`src/rtl/l1d_package.sv`:
```
// Shared L1D line-fill parameters, bus payload structs and FSM state encoding.
package l1d_package;

    localparam int unsigned L1D_MSHR_ENTRY_NUM    = 8;
    localparam int unsigned L1D_MSHR_ID_WIDTH     = 3;
    localparam int unsigned L1D_LF_BEAT_NUM       = 4;
    localparam int unsigned L1D_BUS_DATA_WIDTH    = 128;
    localparam int unsigned L1D_LF_BEAT_CNT_WIDTH = $clog2(L1D_LF_BEAT_NUM);
    localparam int unsigned L1D_LINE_DATA_WIDTH   = L1D_LF_BEAT_NUM * L1D_BUS_DATA_WIDTH;
    localparam int unsigned L1D_TAG_WIDTH         = 20;
    localparam int unsigned L1D_INDEX_WIDTH       = 6;
    localparam int unsigned L1D_WAY_WIDTH         = 2;
    localparam int unsigned L1D_OFFSET_WIDTH      = $clog2(L1D_LINE_DATA_WIDTH / 8);
    localparam int unsigned L1D_ADDR_WIDTH        = L1D_TAG_WIDTH + L1D_INDEX_WIDTH + L1D_OFFSET_WIDTH;

    typedef struct packed {
        logic [L1D_TAG_WIDTH-1:0]   tag;
        logic [L1D_INDEX_WIDTH-1:0] index;
        logic [L1D_WAY_WIDTH-1:0]   way;
    } pack_l1d_mshr_downstream_req_pld;

    typedef struct packed {
        logic [L1D_INDEX_WIDTH-1:0]     index;
        logic [L1D_WAY_WIDTH-1:0]       way;
        logic [L1D_LINE_DATA_WIDTH-1:0] data;
        logic                           err;
    } pack_l1d_lf_wr_pld;

    typedef enum logic {
        S_RECV  = 1'b0,
        S_WRITE = 1'b1
    } l1d_lf_state_e;

endpackage

```
`src/rtl/l1d_lf_ot_table.sv`:
```
// Per-MSHR-id outstanding table: valid bit plus the index/way captured at AR time.
module l1d_lf_ot_table
    import l1d_package::*;
(
    input  logic                          clk,
    input  logic                          rst,
    input  logic                          set_vld,
    input  logic [L1D_MSHR_ID_WIDTH-1:0]  set_id,
    input  logic [L1D_INDEX_WIDTH-1:0]    set_index,
    input  logic [L1D_WAY_WIDTH-1:0]      set_way,
    input  logic                          clr_vld,
    input  logic [L1D_MSHR_ID_WIDTH-1:0]  clr_id,
    input  logic [L1D_MSHR_ID_WIDTH-1:0]  rd_id,
    output logic [L1D_MSHR_ENTRY_NUM-1:0] ot_vld,
    output logic [L1D_INDEX_WIDTH-1:0]    rd_index,
    output logic [L1D_WAY_WIDTH-1:0]      rd_way
);

    logic [L1D_MSHR_ENTRY_NUM-1:0] set_en;
    logic [L1D_MSHR_ENTRY_NUM-1:0] clr_en;
    logic [L1D_INDEX_WIDTH-1:0]    index_q [L1D_MSHR_ENTRY_NUM];
    logic [L1D_WAY_WIDTH-1:0]      way_q   [L1D_MSHR_ENTRY_NUM];

    v_en_decoder #(.NUM(L1D_MSHR_ENTRY_NUM), .ID_W(L1D_MSHR_ID_WIDTH)) u_set_dec (
        .en  (set_vld),
        .id  (set_id),
        .dec (set_en)
    );

    v_en_decoder #(.NUM(L1D_MSHR_ENTRY_NUM), .ID_W(L1D_MSHR_ID_WIDTH)) u_clr_dec (
        .en  (clr_vld),
        .id  (clr_id),
        .dec (clr_en)
    );

    always_ff @(posedge clk) begin
        if (rst) begin
            ot_vld <= '0;
        end else begin
            ot_vld <= (ot_vld & ~clr_en) | set_en;
        end
    end

    // Entry payload is only meaningful while its valid bit is set, so it carries no reset.
    always_ff @(posedge clk) begin
        for (int i = 0; i < int'(L1D_MSHR_ENTRY_NUM); i++) begin
            if (set_en[i]) begin
                index_q[i] <= set_index;
                way_q[i]   <= set_way;
            end
        end
    end

    assign rd_index = index_q[rd_id];
    assign rd_way   = way_q[rd_id];

endmodule

```
`src/rtl/v_en_decoder.sv`:
```
// One-hot enable decoder: drives dec[id] with en, all other bits low.
module v_en_decoder #(
    parameter int unsigned NUM  = 8,
    parameter int unsigned ID_W = 3
) (
    input  logic            en,
    input  logic [ID_W-1:0] id,
    output logic [NUM-1:0]  dec
);

    always_comb begin
        dec     = '0;
        dec[id] = en;
    end

endmodule

```
`src/rtl/l1d_linefill_ctrl.sv`:
```
// L1D line-fill controller: issues bus reads for MSHR misses, gathers returned
// beats into a line buffer and writes the completed line into the data RAM.
module l1d_linefill_ctrl
    import l1d_package::*;
(
    input  logic                            clk,
    input  logic                            rst,
    input  logic                            downstream_req_vld,
    output logic                            downstream_req_rdy,
    input  pack_l1d_mshr_downstream_req_pld downstream_req_pld,
    input  logic [L1D_MSHR_ID_WIDTH-1:0]    downstream_req_id,
    output logic                            bus_ar_vld,
    input  logic                            bus_ar_rdy,
    output logic [L1D_ADDR_WIDTH-1:0]       bus_ar_addr,
    output logic [L1D_MSHR_ID_WIDTH-1:0]    bus_ar_id,
    input  logic                            bus_r_vld,
    output logic                            bus_r_rdy,
    input  logic [L1D_MSHR_ID_WIDTH-1:0]    bus_r_id,
    input  logic [L1D_BUS_DATA_WIDTH-1:0]   bus_r_data,
    input  logic                            bus_r_err,
    input  logic                            bus_r_last,
    output logic                            lf_wr_vld,
    input  logic                            lf_wr_rdy,
    output pack_l1d_lf_wr_pld               lf_wr_pld,
    output logic                            linefill_done_en,
    output logic [L1D_MSHR_ID_WIDTH-1:0]    linefill_done_id,
    output logic                            lf_proto_err
);

    localparam int unsigned CNT_W = L1D_LF_BEAT_CNT_WIDTH;

    l1d_lf_state_e                  state_q, state_d;
    logic [CNT_W-1:0]               beat_cnt_q, beat_cnt_d;
    logic [L1D_MSHR_ID_WIDTH-1:0]   line_id_q, line_id_d;
    logic                           err_q, err_d;
    logic                           drop_q, drop_d;
    logic                           orphan_q, orphan_d;
    logic                           proto_err_q, proto_err_d;
    logic                           done_en_q, done_en_d;
    logic [L1D_MSHR_ID_WIDTH-1:0]   done_id_q, done_id_d;

    logic [L1D_MSHR_ENTRY_NUM-1:0]  ot_vld;
    logic [L1D_INDEX_WIDTH-1:0]     rd_index;
    logic [L1D_WAY_WIDTH-1:0]       rd_way;
    logic [L1D_BUS_DATA_WIDTH-1:0]  line_buf [L1D_LF_BEAT_NUM];
    logic [L1D_LINE_DATA_WIDTH-1:0] line_data;

    logic                           ar_blocked;
    logic                           ar_hs;
    logic                           r_hs;
    logic                           beat0;
    logic                           at_max;
    logic                           line_end;
    logic [L1D_MSHR_ID_WIDTH-1:0]   cur_id;
    logic                           cur_orphan;
    logic                           cur_err;
    logic                           buf_we;

    // AR channel is a pass-through gated only by the outstanding bit of the requested id.
    assign ar_blocked         = ot_vld[downstream_req_id];
    assign bus_ar_vld         = downstream_req_vld & ~ar_blocked;
    assign downstream_req_rdy = bus_ar_rdy & ~ar_blocked;
    assign ar_hs              = downstream_req_vld & downstream_req_rdy;
    assign bus_ar_addr        = {downstream_req_pld.tag, downstream_req_pld.index,
                                 L1D_OFFSET_WIDTH'(0)};
    assign bus_ar_id          = downstream_req_id;

    l1d_lf_ot_table u_ot_table (
        .clk       (clk),
        .rst       (rst),
        .set_vld   (ar_hs),
        .set_id    (downstream_req_id),
        .set_index (downstream_req_pld.index),
        .set_way   (downstream_req_pld.way),
        .clr_vld   (done_en_q),
        .clr_id    (done_id_q),
        .rd_id     (line_id_q),
        .ot_vld    (ot_vld),
        .rd_index  (rd_index),
        .rd_way    (rd_way)
    );

    assign bus_r_rdy  = (state_q == S_RECV) & ~rst;
    assign r_hs       = bus_r_vld & bus_r_rdy;
    assign beat0      = (beat_cnt_q == '0);
    assign at_max     = (beat_cnt_q == CNT_W'(L1D_LF_BEAT_NUM - 1));
    assign line_end   = bus_r_last | at_max;
    // Line identity is taken from the first beat only; later beats reuse the latched copy.
    assign cur_id     = beat0 ? bus_r_id : line_id_q;
    assign cur_orphan = beat0 ? ~ot_vld[bus_r_id] : orphan_q;
    assign cur_err    = (beat0 ? 1'b0 : err_q) | bus_r_err;
    assign buf_we     = r_hs & ~drop_q & ~cur_orphan;

    always_ff @(posedge clk) begin
        if (rst) begin
            state_q     <= S_RECV;
            beat_cnt_q  <= '0;
            line_id_q   <= '0;
            err_q       <= 1'b0;
            drop_q      <= 1'b0;
            orphan_q    <= 1'b0;
            proto_err_q <= 1'b0;
            done_en_q   <= 1'b0;
            done_id_q   <= '0;
        end else begin
            state_q     <= state_d;
            beat_cnt_q  <= beat_cnt_d;
            line_id_q   <= line_id_d;
            err_q       <= err_d;
            drop_q      <= drop_d;
            orphan_q    <= orphan_d;
            proto_err_q <= proto_err_d;
            done_en_q   <= done_en_d;
            done_id_q   <= done_id_d;
        end
    end

    always_comb begin
        state_d     = state_q;
        beat_cnt_d  = beat_cnt_q;
        line_id_d   = line_id_q;
        err_d       = err_q;
        drop_d      = drop_q;
        orphan_d    = orphan_q;
        proto_err_d = proto_err_q;
        done_en_d   = 1'b0;
        done_id_d   = done_id_q;
        case (state_q)
            S_RECV: begin
                if (r_hs) begin
                    if (drop_q) begin
                        // Surplus beats of an over-long line are swallowed up to its last.
                        if (bus_r_last) begin
                            drop_d = 1'b0;
                        end
                    end else begin
                        line_id_d = cur_id;
                        orphan_d  = cur_orphan;
                        err_d     = cur_err;
                        if (cur_orphan) begin
                            proto_err_d = 1'b1;
                        end
                        if (line_end) begin
                            beat_cnt_d = '0;
                            if (bus_r_last ^ at_max) begin
                                proto_err_d = 1'b1;
                            end
                            if (!bus_r_last) begin
                                drop_d = 1'b1;
                            end
                            if (!cur_orphan) begin
                                state_d = S_WRITE;
                            end
                        end else begin
                            beat_cnt_d = beat_cnt_q + CNT_W'(1);
                        end
                    end
                end
            end
            S_WRITE: begin
                if (lf_wr_rdy) begin
                    state_d   = S_RECV;
                    done_en_d = 1'b1;
                    done_id_d = line_id_q;
                end
            end
            default: state_d = S_RECV;
        endcase
    end

    // Line buffer holds data only; stale slots are harmless and need no reset.
    always_ff @(posedge clk) begin
        if (buf_we) begin
            line_buf[beat_cnt_q] <= bus_r_data;
        end
    end

    always_comb begin
        line_data = '0;
        for (int i = 0; i < int'(L1D_LF_BEAT_NUM); i++) begin
            line_data[i*L1D_BUS_DATA_WIDTH +: L1D_BUS_DATA_WIDTH] = line_buf[i];
        end
    end

    assign lf_wr_vld        = (state_q == S_WRITE);
    assign lf_wr_pld        = '{index: rd_index, way: rd_way, data: line_data, err: err_q};
    assign linefill_done_en = done_en_q;
    assign linefill_done_id = done_id_q;
    assign lf_proto_err     = proto_err_q;

endmodule

```
`config.mk`:
```
export PLATFORM = sky130hd
export DESIGN_NAME = l1d_linefill_ctrl
export DESIGN_NICKNAME = d
export VERILOG_FILES = /design/src/rtl/l1d_package.sv /design/src/rtl/l1d_lf_ot_table.sv /design/src/rtl/v_en_decoder.sv /design/src/rtl/l1d_linefill_ctrl.sv
export SDC_FILE = /design/constraint.sdc
export NUM_CORES = 1
export LEC_CHECK = 0
export CORE_AREA = 10 10 277 279
export DETAILED_ROUTE_END_ITERATION = 7
export DIE_AREA = 0 0 287 289
export GPL_TIMING_DRIVEN = 0
export PLACE_DENSITY_LB_ADDON = 0.15
export SLEW_MARGIN = 30
export SYNTH_ARGS = -nofsm -noshare
export SYNTH_HDL_FRONTEND = slang
export SYNTH_SLANG_ARGS = --single-unit
```
`constraint.sdc`:
```
create_clock -name clk -period 21.7 [get_ports clk]
set_input_delay 4.34 -clock clk [delete_from_list [all_inputs] [get_ports clk]]
set_output_delay 4.34 -clock clk [all_outputs]
set_load 0.02 [all_outputs]
```
## After elaboration in Yosys (flattened, before gate mapping)

Memories as Yosys holds them, arrays and structs flattened. A register that Yosys moved wholly into a read port is not among the register bits.
Cells that the tools add are included.

- Output and inout port bits: 565
- Input port bits: 170
- Register bits after elaboration: 22
- Bits in writable memories: 576
- Memories: 3
- Word-level logic and storage cells: 151

- Reductions and logical operators: 22
- Equal/unequal tests: 1
- Bitwise gates (word level): 21
- Multiplexer cells: 88
- Add/sub/neg operators: 1
- Magnitude comparators: 5

Memory list:

| name | words | bits a word | rd ports | clocked after memory_dff | write ports | line | RTL |
|---|---|---|---|---|---|---|---|
| line_buf | 4 | 128 | 4 | 0 | 1 | l1d_linefill_ctrl.sv:45 | `logic [L1D_BUS_DATA_WIDTH-1:0] line_buf [L1D_LF_BEAT_NUM];` |
| u_ot_table.index_q | 8 | 6 | 1 | 1 | 1 | l1d_lf_ot_table.sv:21 | `logic [L1D_INDEX_WIDTH-1:0] index_q [L1D_MSHR_ENTRY_NUM];` |
| u_ot_table.way_q | 8 | 2 | 1 | 1 | 1 | l1d_lf_ot_table.sv:22 | `logic [L1D_WAY_WIDTH-1:0] way_q [L1D_MSHR_ENTRY_NUM];` |

Operators with widths:

| cell | number |
|---|---|
| 3-bit 2-to-1 mux | 18 |
| 1-bit 2-to-1 mux | 50 |
| 6-bit 2-to-1 mux | 7 |
| 6-bit OR reduction | 7 |
| 8-bit bitwise AND | 3 |
| 2-bit 2-to-1 mux | 8 |
| 2-bit OR reduction | 8 |
| 3-bit by 4-bit less-than comparator with 1-bit output (second input constant) | 3 |
| 8-bit NOT | 1 |
| 8-bit OR | 1 |
| 1-bit bitwise AND | 7 |
| 1-bit binary-select mux with 3-bit select | 2 |
| 1-bit demux with 3-bit select | 2 |
| 3-bit by 1-bit >= comparator with 1-bit output (second input constant) | 2 |
| 1-bit NOT | 6 |
| 2-bit AND reduction | 2 |
| 4-bit AND reduction | 1 |
| 3-bit AND reduction | 1 |
| 2-bit by 1-bit adder with 2-bit output (second input constant) | 1 |
| 2-bit equality test (second input constant) | 1 |
| 1-bit logical AND | 2 |
| 2-bit zero test | 1 |
| 1-bit OR | 2 |
| 1-bit case mux with 2 select lines | 1 |
| 1-bit bitwise XOR | 1 |

## Depth between registers and ports, before layout

- Word-level depth: 16
- Depth in mapped cells: 6
- Depth with buffers taken out: 6

## Hierarchy

A second synthesis with hierarchy kept.

- Cell total of the unflattened synthesis: 786
- Area total of the unflattened synthesis: 19469.9 um2

By module, submodules not included:

| module | cells each | times used | area each (um2) | sequential area each (um2) |
|---|---|---|---|---|
| l1d_linefill_ctrl | 644 | 1 | 16523.3 | 15655.0 |
| l1d_lf_ot_table | 126 | 1 | 2756.4 | 2082.0 |
| v_en_decoder | 8 | 2 | 95.1 | 0.0 |

## Least setup slack after synthesis

OpenSTA, ideal clock, no wires.

- Path type: in2reg
- From: input port bus_r_id[0]
- To: memory line_buf[3][0], enable pin
- Stages: 4
- Data required time: 21.014 ns
- Library setup time: 0.686 ns
- Arrival: 12.103 ns
- Path slack: 8.912 ns
- Path buffers: 1
- Path through: buf_6 > mux2i_1 > mux4_2 > o41ai_2

- Cells in the longest elaborated chain, start to end: 8

Ends and longest elaborated chain:

| element | line | RTL |
|---|---|---|
| from (decl) | l1d_linefill_ctrl.sv:18 | `input logic [L1D_MSHR_ID_WIDTH-1:0] bus_r_id,` |
| 1-bit binary-select mux with 3-bit select | l1d_linefill_ctrl.sv:90 | `assign cur_orphan = beat0 ? ~ot_vld[bus_r_id] : orphan_q;` |
| 1-bit 2-to-1 mux (implied by the code) | l1d_linefill_ctrl.sv:90 |  |
| 1-bit NOT | l1d_linefill_ctrl.sv:90 |  |
| 1-bit 2-to-1 mux | l1d_linefill_ctrl.sv:90 |  |
| 1-bit NOT | l1d_linefill_ctrl.sv:92 | `assign buf_we = r_hs & ~drop_q & ~cur_orphan;` |
| 1-bit bitwise AND | l1d_linefill_ctrl.sv:92 |  |
| 1-bit 2-to-1 mux | l1d_linefill_ctrl.sv:173 | `if (buf_we) begin` |
| 1-bit 2-to-1 mux (implied by the code) | l1d_linefill_ctrl.sv:174 | `line_buf[beat_cnt_q] <= bus_r_data;` |
| to (decl) | l1d_linefill_ctrl.sv:45 |  |

No other way between the ends. The select of a mux whose other input is x is not followed.

## Worst setup path after layout

- From: input port downstream_req_id[2]
- To: output port bus_ar_vld

- Cells in the longest elaborated chain, start to end: 4

Ends and longest elaborated chain:

| element | line | RTL |
|---|---|---|
| from (decl) | l1d_linefill_ctrl.sv:11 | `input logic [L1D_MSHR_ID_WIDTH-1:0] downstream_req_id,` |
| 1-bit binary-select mux with 3-bit select | l1d_linefill_ctrl.sv:60 | `assign ar_blocked = ot_vld[downstream_req_id];` |
| 1-bit 2-to-1 mux (implied by the code) | l1d_linefill_ctrl.sv:60 |  |
| 1-bit NOT | l1d_linefill_ctrl.sv:61 | `assign bus_ar_vld = downstream_req_vld & ~ar_blocked;` |
| 1-bit bitwise AND | l1d_linefill_ctrl.sv:61 |  |
| to (decl) | l1d_linefill_ctrl.sv:12 | `output logic bus_ar_vld,` |

No other way between the ends. The select of a mux whose other input is x is not followed.

==> metrics list <==
* Status: finished clean
- Sequential fraction of the synthesis area: 0.911
* Mean area per synthesized cell: 24.0 µm²
- Worst IR Drop VDD: 0.0973 mV
- Areal power density over the cells: 81.2 nW/µm²
- By count the netlist is led by sky130_fd_sc_hd__edfxtp_1 (576), sky130_fd_sc_hd__buf_4 (37), sky130_fd_sc_hd__dfxtp_1 (25).
* Remaining max-slew budget at the tightest pin: 0.536
- Drt first pass iters: 4
- Clock latency on the worst-skew pair, taken at its later pin, is 590 ps.
- Setup crit start kind: input pin
* Net total in the final layout: 1,822
- The initial antenna violation count came to 1.
- Mapped cell area: 19,500 µm²
* DRT iter0 DRCs: 910
* Register-to-Register Setup Slack: 18,180 ps
- Global-route wire length before repair: 96.5 mm
- Setup violations remaining at the end of the flow were counted as 0.
- Of the post-synthesis cell area, the dominant cell type holds 0.886.
- The worst setup path is of the input pin to output port kind.
* Clock Skews: 24.6 ps
* Leading cell type by number of instances after synthesis: sky130_fd_sc_hd__edfxtp_1
* Initial cell density of the core: 0.275
- Port buffering added 705 buffers.
- In the routed layout, each cell is associated on average with a via count of 4.19.
- Yosys mapped a number of flops with a built-in enable equal to 576.
- Slew @ Worst Pin: 695 ps
* Post-CTS setup-driven buffer insertion count: 0
- DP HPWL: 55.5 mm
* Via count: 11.1k
* Required time at the worst-slack endpoint: 17,360 ps
- Reg2Reg Launch Point: lf_wr_vld$_SDFF_PP0_
- At the worst endpoint, the arrival time is 6830 ps.
* Gate Count Post-Synth: 814
- After detailed routing, the total wire length is 70.5 mm.
- Yosys warnings: 0
* Unique masters post-synth: 44
- Die outline height: 289 µm
* Element type at the critical path end: output port
* Seq cells post-synth: 601
- Prior to clock tree synthesis, the placed netlist has a worst setup slack of 10,560 ps.
- Max-cap violations in this run came to 0.
- Hold Path Stages: 2
* Clock-pin slew of the registers on the worst-case setup and hold paths: 50 ps
- Area of the die: 82,900 µm²
- Number of global-route vias before repair: 12.1k
- In this run the number of H-tree levels came out at 3.
- After detailed routing, the average wire length per cell comes to 26.6 µm.
- Io pins: 735
- Measured along the x axis, the die boundary spans 287 µm.
- The analysis attributes to cell leakage a power of 0.0104 µW.
* Async set-reset flop share out of synthesis: 0
- The path class of the tightest hold or removal check is flop to flop.
- Timing would allow up to 0.0896 GHz.
- Entering global routing, the biggest net connects 18 pins.
- Remaining global-route overflow: 0
- TritonCTS built the clock tree.
- 0 antenna diodes ended up in the layout.
* Post-route antenna net violation count: 0
- In the synthesized netlist the dominant register cell turns out to be sky130_fd_sc_hd__edfxtp_1.
* Worst Hold Endpoint: linefill_done_id[1]$_SDFFE_PP0P_
- The number of placed instances, taps included, is 2,526.
- Unrepaired setup endpoints after global routing: false
- Root Driver: sky130_fd_sc_hd__clkbuf_16
* TritonCTS Buffers: 68
* Accumulated negative setup slack: 0 ps
- Of all nets on the critical path, the largest fanout is 10.
- In this run the core area contains 98 standard-cell rows.
- Summed over all instances, the cell type with the most area after synthesis is sky130_fd_sc_hd__edfxtp_1.
- In this run the worst setup path begins at downstream_req_id[2].
* Area added between synthesis and finish: 58.9%
- Counting I/O delays and the setup requirement, the final critical path takes 11,170 ps.
- The endpoint identified for the worst register-to-register timing path is line_buf[3][82]$_DFFE_PP_.
- Global router's overall resource usage: 0.163
- The total area inside the core boundary comes to 71,100 µm².
- Number of standard cells in the layout, taps in and fillers out: 2,645
- Final worst path period share: 0.515
- In the routed design, unresolved DRC markers number 0.
* Cell count of the worst reg-to-reg path: 10
* Top post-synthesis cells by area: sky130_fd_sc_hd__edfxtp_1 (89%), sky130_fd_sc_hd__dfxtp_1 (2.6%), sky130_fd_sc_hd__mux4_2 (2.1%)
- Total clock sinks: 601
- In the final layout, the share of cells above drive strength 1 is 0.135.
- Max-slew violation total from the final report: 0
- Routability-driven placement finished with a final weighted congestion of 0.822.
* Final-layout fill cell count: 6,235
- Counting along the longest clock path gives a buffer depth of 3.
- For this design, the CTS-stage hold fixing added 0 buffers.
- Final standard cell utilization of the core: 0.437
- Post-cts repair resize count: 0
- Final hold vios: 0
- Setup slack closes at 10,530 ps.
- Worst hold start: line_id_q[1]$_SDFFE_PP0P_
[worst max-delay path by stage]
stage / to / slack (ps) / depth (start not counted)
after CTS: downstream_req_rdy / 10540 / 6
final: bus_ar_vld / 10530 / 6
after detailed placement: downstream_req_rdy / 10560 / 6
after global routing: bus_ar_vld / 10340 / 6
after global placement: line_buf[3][11]$_DFFE_PP_ / 1340 / 3
after floorplan: line_buf[3][0]$_DFFE_PP_ / 8910 / 4
[cells in the final DEF (no fill, tap or decap), types with 15 or more instances in the layout]
cell type | synthesis | routed
sky130_fd_sc_hd__a21oi_1 | 20 | 20
sky130_fd_sc_hd__buf_16 | 0 | 27
sky130_fd_sc_hd__clkbuf_16 | 0 | 69
sky130_fd_sc_hd__edfxtp_1 | 576 | 576
sky130_fd_sc_hd__nand3_1 | 15 | 15
sky130_fd_sc_hd__buf_4 | 37 | 53
sky130_fd_sc_hd__clkbuf_1 | 9 | 21
sky130_fd_sc_hd__inv_1 | 15 | 15
sky130_fd_sc_hd__mux4_2 | 18 | 18
sky130_fd_sc_hd__dfxtp_1 | 25 | 25
sky130_fd_sc_hd__clkdlybuf4s50_1 | 0 | 705
[cell type report]
| type | instances | area (µm²) | area share |
|---|---|---|---|
| plain buffers | 52 | 344 | 0.0111 |
| multi-input cells | 151 | 1410 | 0.0453 |
| well taps | 950 | 1190 | 0.0383 |
| flip-flops and latches | 601 | 17800 | 0.573 |
| clock buffers | 83 | 1800 | 0.0580 |
| clock inverters | 36 | 448 | 0.0144 |
| inverters | 15 | 56.3 | 0.00181 |
| repair buffers | 757 | 8000 | 0.258 |
[routing by layer]
layer,up-vias,wire length [µm],GRT usage
li1,4893,-,-
met1,5656,24400,0.170
met2,453,37900,0.298
met3,72,6930,0.0724
met4,2,1220,0.0374
met5,-,13,0
[kinds of logic after synthesis]
kind of cell | share of synthesized area
AND/OR/NAND/NOR | 0.0168
other | 0.000192
multiplexers | 0.0313
buffers and inverters | 0.0205
adder cells (fa/ha/maj) | 0.00384
flip-flops | 0.911
AO/OA/AOI/OAI | 0.0162
[through the flow]
step,power [µW],hold WS (ps),area [µm²]
floorplan,1330,440,19600
global placement,1390,467,27800
detailed placement,1390,461,28800
CTS,2560,469,31000
global route,2610,500,31000
finish,2520,472,31000
[flip-flops by register name, summed over array words and instances (netlist names), named ones only]
signal and cells:
u_ot_table.way_q 16, linefill_done_en 1, linefill_done_id 3, lf_wr_vld 1
line_buf 512, drop_q 1, err_q 1, line_id_q 3
u_ot_table.ot_vld 8, u_ot_table.index_q 48, beat_cnt_q 2, lf_proto_err 1
orphan_q 1
[power breakdown]
part / internal [µW] / leakage [µW] / switching (µW)
logic: 47.3 / 0.00394 / 44.3
registers: 1280 / 0.00538 / 1.81
clock network: 691 / 0.00110 / 463
total: 2010 / 0.0104 / 509
[critical path: stages]
cell                              delay [ps]
sky130_fd_sc_hd__clkdlybuf4s50_1         580
sky130_fd_sc_hd__clkbuf_1                360
sky130_fd_sc_hd__mux2i_1                 330
sky130_fd_sc_hd__o32ai_1                 150
sky130_fd_sc_hd__nor4b_1                 300
sky130_fd_sc_hd__clkdlybuf4s50_1         750
Note: power is estimated with default switching activity, not from simulation.
